[src/rtl/uart_echo_buffer_pkg.sv]
`default_nettype none
// ============================================================================
// Module   : uart_echo_buffer_pkg
// Purpose  : Shared types and constants for the UART echo buffer: tx FSM
//            state encoding, busy timeout, error counter width and a
//            saturating increment helper.
// Revision : 1.0 - initial release
// ============================================================================
package uart_echo_buffer_pkg;

  // Transmit handshake states (2-bit encoding)
  typedef enum logic [1:0] {
    ST_IDLE      = 2'd0,
    ST_WAIT_BUSY = 2'd1,
    ST_WAIT_DONE = 2'd2
  } tx_state_e;

  // Cycles to wait for uart_tx to raise busy before assuming the byte went out
  localparam int BUSY_TIMEOUT = 4;
  localparam int BUSY_TMR_W   = $clog2(BUSY_TIMEOUT);

  // Width of the rx error statistics counter
  localparam int ERR_CNT_W    = 8;

  // Increment that sticks at all-ones instead of wrapping
  function automatic logic [ERR_CNT_W-1:0] sat_inc(input logic [ERR_CNT_W-1:0] v);
    return (v == '1) ? v : v + ERR_CNT_W'(1);
  endfunction

endpackage
`default_nettype wire

[src/rtl/uart_echo_buffer_sync_fifo.sv]
`default_nettype none
// ============================================================================
// Module   : uart_echo_buffer_sync_fifo
// Purpose  : DEPTH x 8 synchronous FIFO with first-word-fall-through head.
//            A write while full is only taken when a read happens on the
//            same edge, so the occupancy stays at DEPTH.
// Revision : 1.0 - initial release
// ============================================================================
module uart_echo_buffer_sync_fifo #(
  parameter int DEPTH  = 16,
  parameter int ADDR_W = 4
) (
  input  logic              clk,
  input  logic              rstn,
  input  logic              wr_en,
  input  logic [7:0]        wr_data,
  input  logic              rd_en,
  output logic [7:0]        rd_data,
  output logic [ADDR_W:0]   count,
  output logic              full,
  output logic              empty
);

  // Storage is not reset: pointers alone define which entries are valid
  logic [7:0]      mem_q [DEPTH];

  // Pointers carry one extra wrap bit so wr-rd gives 0..DEPTH directly
  logic [ADDR_W:0] wr_ptr_q, wr_ptr_d;
  logic [ADDR_W:0] rd_ptr_q, rd_ptr_d;
  logic            wr_fire;
  logic            rd_fire;

  assign count   = wr_ptr_q - rd_ptr_q;
  assign full    = (count == (ADDR_W+1)'(DEPTH));
  assign empty   = (count == '0);
  assign rd_fire = rd_en & ~empty;
  assign wr_fire = wr_en & (~full | rd_fire);
  assign rd_data = mem_q[rd_ptr_q[ADDR_W-1:0]];

  // Next-pointer computation; pointers wrap naturally modulo 2*DEPTH
  always_comb begin
    wr_ptr_d = wr_ptr_q;
    rd_ptr_d = rd_ptr_q;
    if (wr_fire) wr_ptr_d = wr_ptr_q + (ADDR_W+1)'(1);
    if (rd_fire) rd_ptr_d = rd_ptr_q + (ADDR_W+1)'(1);
  end

  // Pointer registers; reset empties the FIFO
  always_ff @(posedge clk or negedge rstn) begin
    if (!rstn) begin
      wr_ptr_q <= '0;
      rd_ptr_q <= '0;
    end else begin
      wr_ptr_q <= wr_ptr_d;
      rd_ptr_q <= rd_ptr_d;
    end
  end

  // Entry write on an accepted push
  always_ff @(posedge clk) begin
    if (wr_fire) mem_q[wr_ptr_q[ADDR_W-1:0]] <= wr_data;
  end

endmodule
`default_nettype wire

[src/rtl/uart_echo_buffer.sv]
`default_nettype none
// ============================================================================
// Module   : uart_echo_buffer
// Purpose  : Buffered loopback between uart_rx and uart_tx. Good received
//            bytes are queued and replayed through the tx_start/tx_busy
//            handshake; tracks FIFO level, sticky overflow and a saturating
//            rx error count.
// Revision : 1.0 - initial release
// ============================================================================
module uart_echo_buffer
  import uart_echo_buffer_pkg::*;
#(
  parameter int DEPTH  = 16,
  parameter int ADDR_W = 4
) (
  input  logic                 clk,
  input  logic                 rstn,
  input  logic [7:0]           rx_data,
  input  logic                 rx_done,
  input  logic                 rx_error,
  input  logic                 tx_busy,
  input  logic                 clr_status,
  output logic [7:0]           tx_data,
  output logic                 tx_start,
  output logic [ADDR_W:0]      fifo_count,
  output logic                 overflow,
  output logic [ERR_CNT_W-1:0] err_cnt
);

  logic                  push_req;
  logic                  launch;
  logic                  fifo_full;
  logic                  fifo_empty;
  logic [7:0]            fifo_head;

  logic                  overflow_q, overflow_d;
  logic [ERR_CNT_W-1:0]  err_cnt_q, err_cnt_d;

  tx_state_e             state_q;
  logic [7:0]            tx_data_q;
  logic                  tx_start_q;
  logic [BUSY_TMR_W-1:0] timer_q;

  // A byte flagged with an error is never queued
  assign push_req = rx_done & ~rx_error;

  // Launch doubles as the FIFO pop: only from IDLE with data and tx free
  assign launch   = (state_q == ST_IDLE) & ~fifo_empty & ~tx_busy;

  uart_echo_buffer_sync_fifo #(
    .DEPTH  (DEPTH),
    .ADDR_W (ADDR_W)
  ) u_fifo (
    .clk     (clk),
    .rstn    (rstn),
    .wr_en   (push_req),
    .wr_data (rx_data),
    .rd_en   (launch),
    .rd_data (fifo_head),
    .count   (fifo_count),
    .full    (fifo_full),
    .empty   (fifo_empty)
  );

  // Status bookkeeping; a clear request overrides any same-cycle event
  always_comb begin
    overflow_d = overflow_q;
    err_cnt_d  = err_cnt_q;
    if (clr_status) begin
      overflow_d = 1'b0;
      err_cnt_d  = '0;
    end else begin
      if (push_req && fifo_full && !launch) overflow_d = 1'b1;
      if (rx_error)                         err_cnt_d  = sat_inc(err_cnt_q);
    end
  end

  // Status registers
  always_ff @(posedge clk or negedge rstn) begin
    if (!rstn) begin
      overflow_q <= 1'b0;
      err_cnt_q  <= '0;
    end else begin
      overflow_q <= overflow_d;
      err_cnt_q  <= err_cnt_d;
    end
  end

  // Transmit FSM with registered tx_data/tx_start; WAIT_BUSY times out so a
  // uart_tx that never acknowledges cannot stall the queue
  always_ff @(posedge clk or negedge rstn) begin
    if (!rstn) begin
      state_q    <= ST_IDLE;
      tx_data_q  <= 8'h00;
      tx_start_q <= 1'b0;
      timer_q    <= '0;
    end else begin
      tx_start_q <= 1'b0;
      case (state_q)
        ST_IDLE: begin
          if (launch) begin
            tx_data_q  <= fifo_head;
            tx_start_q <= 1'b1;
            timer_q    <= '0;
            state_q    <= ST_WAIT_BUSY;
          end
        end
        ST_WAIT_BUSY: begin
          if (tx_busy) begin
            state_q <= ST_WAIT_DONE;
          end else if (timer_q == BUSY_TMR_W'(BUSY_TIMEOUT - 1)) begin
            state_q <= ST_IDLE;
          end else begin
            timer_q <= timer_q + BUSY_TMR_W'(1);
          end
        end
        ST_WAIT_DONE: begin
          if (!tx_busy) state_q <= ST_IDLE;
        end
        default: state_q <= ST_IDLE;
      endcase
    end
  end

  assign tx_data  = tx_data_q;
  assign tx_start = tx_start_q;
  assign overflow = overflow_q;
  assign err_cnt  = err_cnt_q;

endmodule
`default_nettype wire

[config.mk]
export PLATFORM = sky130hd
export DESIGN_NAME = uart_echo_buffer
export DESIGN_NICKNAME = d
export VERILOG_FILES = /design/src/rtl/uart_echo_buffer_pkg.sv /design/src/rtl/uart_echo_buffer_sync_fifo.sv /design/src/rtl/uart_echo_buffer.sv
export SDC_FILE = /design/constraint.sdc
export NUM_CORES = 1
export LEC_CHECK = 0
export ABC_AREA = 1
export CAP_MARGIN = 25
export CORE_UTILIZATION = 54
export DETAILED_ROUTE_END_ITERATION = 8
export GPL_ROUTABILITY_DRIVEN = 0
export PLACE_DENSITY = 0.76
export SYNTH_ARGS = -nofsm -noshare
export SYNTH_HDL_FRONTEND = slang
export SYNTH_SLANG_ARGS = --single-unit
export TNS_END_PERCENT = 30
[constraint.sdc]
create_clock -name clk -period 2.7 [get_ports clk]
set_input_delay 0.54 -clock clk [delete_from_list [all_inputs] [get_ports clk]]
set_output_delay 0.54 -clock clk [all_outputs]
set_load 0.01 [all_outputs]
# Yosys cells after proc, flatten, opt, wreduce, memory -nomap -nowiden

Memory sizes are Yosys's and may differ from the RTL's. A register that Yosys moved wholly into a read port is not among the register bits.
Index checks and enable logic that the tools add are counted.

Bits in writable memories: 128
Flip-flop bits (word level): 24
Memories kept: 1

Add/subtract/negate cells: 5
Equality and inequality tests: 11
Bitwise operators: 10
Reduce and logical (&&, ||, !) cells: 13
Muxes and demuxes: 18

Memory list:

| name         | words | width | read ports | clocked after Yosys merged registers in | write ports | RTL line                         | text |
|---|---|---|---|---|---|---|---|
| u_fifo.mem_q | 16    | 8     | 1          | 1                                       | 1           | uart_echo_buffer_sync_fifo.sv:25 | `logic [7:0] mem_q [DEPTH];` |

Operator list:

| operator            | count |
|---|---|
| $mux 8              | 3 |
| $mux 2              | 7 |
| $add 5x1->5 const B | 2 |
| $ne 2x2->1 const B  | 5 |
| $add 8x1->8 const B | 1 |
| $eq 8x8->1 const B  | 1 |
| $mux 1              | 6 |
| $pmux 2 s3          | 1 |
| $reduce_bool 2->1   | 3 |
| $and 1x1->1         | 5 |
| $eq 5x5->1 const B  | 1 |
| $logic_not 5->1     | 1 |
| $sub 5x5->5         | 1 |
| $eq 2x2->1 const B  | 2 |
| $not 1->1           | 4 |
| $pmux 2 s2          | 1 |
| $reduce_and 2->1    | 2 |
| $reduce_and 4->1    | 1 |
| $ne 3x3->1 const B  | 1 |
| $reduce_and 3->1    | 1 |
| $add 2x1->2 const B | 1 |
| $eq 2x1->1 const B  | 1 |
| $logic_and 1x1->1   | 2 |
| $logic_not 1->1     | 2 |
| 2 further kinds     | 2 |

# Longest topological paths before layout

Depth in word-level cells: 10
Depth in mapped cells: 14
Gate-level depth less buffers: 12

# Hierarchy

Synthesis repeated with hierarchy kept, for this count alone.

Cells, all modules: 634
Area, all modules: 6975.4 µm²

Modules (own cells, without submodules):

| module                     | cells each | sequential area each (µm²) | instances | area each (µm²) |
|---|---|---|---|---|
| uart_echo_buffer_sync_fifo | 493        | 4093.9                     | 1         | 5863.1 |
| uart_echo_buffer           | 141        | 550.5                      | 1         | 1112.3 |

# Worst setup path after synthesis

No wires, ideal clock.

Kind: flip-flop to flip-flop
Start: register u_fifo.wr_ptr_q[0]
End: memory u_fifo.mem_q[3][0], enable pin
Stages on the path, launching flop included: 11
Slack: 0.078 ns
Data required time: 2.330 ns
Path buffers: 0
Clock period less this slack: 2.622 ns
Arrival: 2.252 ns
Cells stage by stage: dfrtp_1 > inv_1 > ha_1 > fa_1 > xnor2_1 > nor2_2 > nand3_2 > nor2_4 > nor2_8 > nand2_1 > nor2_1

Longest elaborated chain between the ends: 10

Ends and longest elaborated chain:

| what                             | RTL line                                                 | text |
|---|---|---|
| from (decl)                      | uart_echo_buffer_sync_fifo.sv:28                         | `logic [ADDR_W:0] wr_ptr_q, wr_ptr_d;` |
| from (signal assigned)           | uart_echo_buffer_sync_fifo.sv:54                         | `wr_ptr_q <= wr_ptr_d;` |
| $sub 5x5->5 (*)                  | uart_echo_buffer_sync_fifo.sv:33                         | `assign count = wr_ptr_q - rd_ptr_q;` |
| named net fifo_count[2]          | uart_echo_buffer.sv:25                                   | `output logic [ADDR_W:0] fifo_count,` |
| $logic_not 5->1                  | uart_echo_buffer_sync_fifo.sv:35                         | `assign empty = (count == '0);` |
| $not 1->1                        | uart_echo_buffer_sync_fifo.sv:36, uart_echo_buffer.sv:48 |  |
| $and 1x1->1 (2 in a row)         | uart_echo_buffer.sv:48                                   | `assign launch = (state_q == ST_IDLE) & ~fifo_empty & ~tx_busy;` |
| $and 1x1->1                      | uart_echo_buffer_sync_fifo.sv:36                         | `assign rd_fire = rd_en & ~empty;` |
| $or 1x1->1 (*)                   | uart_echo_buffer_sync_fifo.sv:37                         | `assign wr_fire = wr_en & (~full \| rd_fire);` |
| $and 1x1->1 (*)                  | uart_echo_buffer_sync_fifo.sv:37                         |  |
| $mux 1 (*)                       | uart_echo_buffer_sync_fifo.sv:61                         | `if (wr_fire) mem_q[wr_ptr_q[ADDR_W-1:0]] <= wr_data;` |
| $mux 1 (implied by the code) (*) | uart_echo_buffer_sync_fifo.sv:61                         |  |
| to (decl)                        | uart_echo_buffer_sync_fifo.sv:25                         |  |

Mark *: on every way through the listed nets, which the timed path passes. The rest lies on a longest branch.

# Worst setup path in the final report

Start: register u_fifo.wr_ptr_q[0]
End: output fifo_count[4]

Longest elaborated chain between the ends: 1

Ends and longest elaborated chain:

| what        | RTL line |
|---|---|
| $sub 5x5->5 | uart_echo_buffer_sync_fifo.sv:33 |
| to (decl)   | uart_echo_buffer.sv:25 |

No other way between the ends.

==> impl_metrics.tcl <==
set metrics [dict create \
    p_per_area_nw_per_um2 1034 \
    violations "negative setup slack" \
    ff_latch_area_sq_um 4646 \
    grt_pass1_vias 4772 \
    outcome "complete, but fails checks" \
    syn2layout_area_growth_pct 17.95 \
    syn_inst 678 \
    arrival_ps 2210 \
    antenna_left 0 \
    relSlewSlack_pct 43.66 \
    crit_fanout 4 \
    start_util_pct 55.51 \
    io_pins 37 \
    synth-seq-cells 160 \
    fill_cells 962 \
    finalSetupViolCount 1 \
    cts_tree "built" \
    die_y_um 116.1 \
    timing.final.hold_violations 0 \
    drive_above_1_share_pct 11.48 \
    utilization_pct 65.48 \
    grt_max_degree 69 \
    final_nets 762 \
    ys.warnings.count 0 \
    worst_slack_ps -46.69 \
    dp.cells 889 \
    yosys.area.top_type_share_pct 54.64 \
    whs_ps 490.1 \
    met1_usage_pct 33.89 \
    synth_area_leaders "edfxtp_1 (55%), dfrtp_1 (11%), nor2_1 (8.1%), nand2_1 (7.8%), o21ai_0 (3.1%)" \
    ctsHoldBuffers 0 \
    instances_no_fill 921 \
    multi_input_area_sq_um 2141 \
    clock_sinks 160 \
    start_kind "register" \
    synth_nets 704 \
    max_slew.worst_pin.slew_ps 842.4 \
    power.leakage_uw 0.003305 \
    grt_use_total_pct 25.12 \
    avgSynthCellArea_sq_um 10.37 \
    die_x_um 116.1 \
    required_ps 2160 \
    antenna_cells 0 \
    clkTransAtPathRegs_ps 60 \
    vias 5016 \
    maxSlewViolCount 0 \
    clk_path_buf_depth 2 \
    placementRows 41 \
    endpoint_kind "output port" \
    viasPerCell 5.446 \
    clk_latency_ps 430 \
    fmax_mhz 364.1 \
    cts_made_buffers 17 \
    grtUsageMet2_pct 40.91 \
    wl_per_cell_um 17.06 \
    syn_area_sq_um 7034 \
    rsz0062_at_grt "true" \
    port-buffer-count 36 \
    dr.pass1.iters 5 \
    synth-seq-area-share_pct 66.03 \
    yosysTopAreaCell "edfxtp_1" \
    timing.final.crit_share_pct 101.7 \
    cts_setup_buffers 0 \
    grt_pass1_wl_um 24520 \
    ys_types 33 \
    fin_tns_setup_ps -46.69 \
    dp_hpwl_um 10370 \
    clockRootBuffer "clkbuf_16" \
    drt_iter0_drc 442 \
    fin_skew_ps 9.336 \
    fp.dieArea_sq_um 13490 \
    max-cap-violations 0 \
    crit_type "register to output port" \
    r2r_cells 13 \
    globalRouteOverflowTotal 0 \
    fp.coreArea_sq_um 12670 \
    grt_antenna_before_repair 0 \
    ir_drop_uv 471.4 \
    use_met3_pct 4.359 \
    hold_path.class "register to register" \
    drc 0 \
    min_path_cells 2 \
    min_period_ps 2747 \
    htreeDepth 4 \
    busiest_layer "met2" \
    wirelength_um 15720 \
]
==> final cells by class <==
type | count | area share, %
repair buffers | 65 | 6.997
well taps | 172 | 2.594
clock buffers | 22 | 5.474
flip-flops and latches | 160 | 55.99
inverters | 39 | 1.780
clock inverters | 10 | 1.357
multi-input cells | 453 | 25.80
==> routing by layer <==
layer	share of wire, %	up-vias
li1	-	2376
met1	43	2434
met2	49	180
met3	6.3	26
met4	2.0	0
met5	0	-
==> worst max-delay path, stage by stage (launching register included) <==
cell	delay, ps
dfrtp_1	360
inv_2	60
ha_2	180
fa_2	360
nand3b_1	220
nand2_1	130
nand2_1	70
nand2_1	100
inv_1	40
dlygate4sd2_1	270
==> state kept, by name (all words and copies together), names as in the netlist <==
name	flops
err_cnt	8
overflow	1
state_q	2
timer_q	2
tx_data	8
tx_start	1
u_fifo.mem_q	128
u_fifo.rd_ptr_q	5
u_fifo.wr_ptr_q	5
==> Yosys cell counts (all sizes together) <==
| cell type | number |
|---|---|
| ha | 11 |
| clkinv | 2 |
| nand3 | 41 |
| buf | 18 |
| edfxtp | 128 |
| or2 | 1 |
| xnor2 | 3 |
| a31oi | 1 |
| dfrtp | 32 |
| nor2 | 157 |
| nand4 | 2 |
| o211ai | 1 |
| inv | 37 |
| a21oi | 5 |
| fa | 1 |
| nand2 | 151 |
| nor3 | 1 |
| nand3b | 3 |
| xor2 | 6 |
| o21ai | 68 |
| clkbuf | 8 |
| a21o | 1 |
==> power by group <==
group | leakage (uW) | internal, uW | switching, uW
combinational | 0.00146 | 1160 | 2050
clock | 0.000274 | 1380 | 938
sequential | 0.00157 | 2920 | 129
total | 0.00330 | 5460 | 3120
==> kinds of logic (layout without fill, tap and decap cells) <==
logic type	after synthesis	in the layout	share of synthesized area, %
buffers and inverters	65	136	4.091
xor gates and xnor gates	9	9	1.121
DFF	160	160	66.03
AOI/OAI and AO/OA	76	76	5.639
and+or+nand+nor	356	356	20.88
adders and majority gates	12	12	2.241
==> cells in the final DEF, fill, tap and decap left out, types with 2 or more instances in the layout <==
master,instances
buf_4,29
dlygate4sd2_1,2
clkinvlp_4,2
nor2_1,148
clkbuf_16,17
dlymetal6s2s_1,2
nand3_1,39
nand4_1,2
nor2_4,2
o21ai_1,24
nand2_2,3
inv_2,4
ha_1,9
nand2_1,147
clkbuf_1,4
dfrtp_1,31
bufinv_16,2
nand3_2,2
a21oi_1,4
o21ai_0,43
xor2_1,6
xnor2_1,2
edfxtp_1,128
nor2_2,6
inv_1,33
nand3b_1,3
clkdlybuf4s50_1,32
clkinv_2,5
==> metrics by stage <==
| stage | cell area, sq um | setup slack, ps | power [uW] |
|---|---|---|---|
| 5_1_grt | 8297 | -131.2 | 9045 |
| 3_5_place_dp | 7687 | -37.41 | 6233 |
| 4_1_cts | 8282 | 1.941 | 8560 |
| 2_1_floorplan | 7034 | 78.00 | 5168 |
| 6_report | 8297 | -46.69 | 8581 |
| 3_3_place_gp | 7687 | 123.7 | 6115 |
==> worst paths after layout <==
kind                                    start                   to  slack, ps
setup / recovery           u_fifo.wr_ptr_q[0]        fifo_count[4]        -50
hold / removal                     tx_data[5]           tx_data[5]        490
setup reg to reg           u_fifo.wr_ptr_q[0]  u_fifo.mem_q[10][5]        140
hold reg to reg                    tx_data[5]           tx_data[5]        490
max in group asynchronous                rstn   u_fifo.rd_ptr_q[0]       1860
min in group asynchronous                rstn           state_q[1]        520
==> timing repair <==
action,CTS,global route
gates cloned,0,0
gates resized for setup,9,6
setup endpoints to repair,12,35
pin swaps,0,1
hold endpoints to repair,0,0
Power figures use the tool's default switching activity.
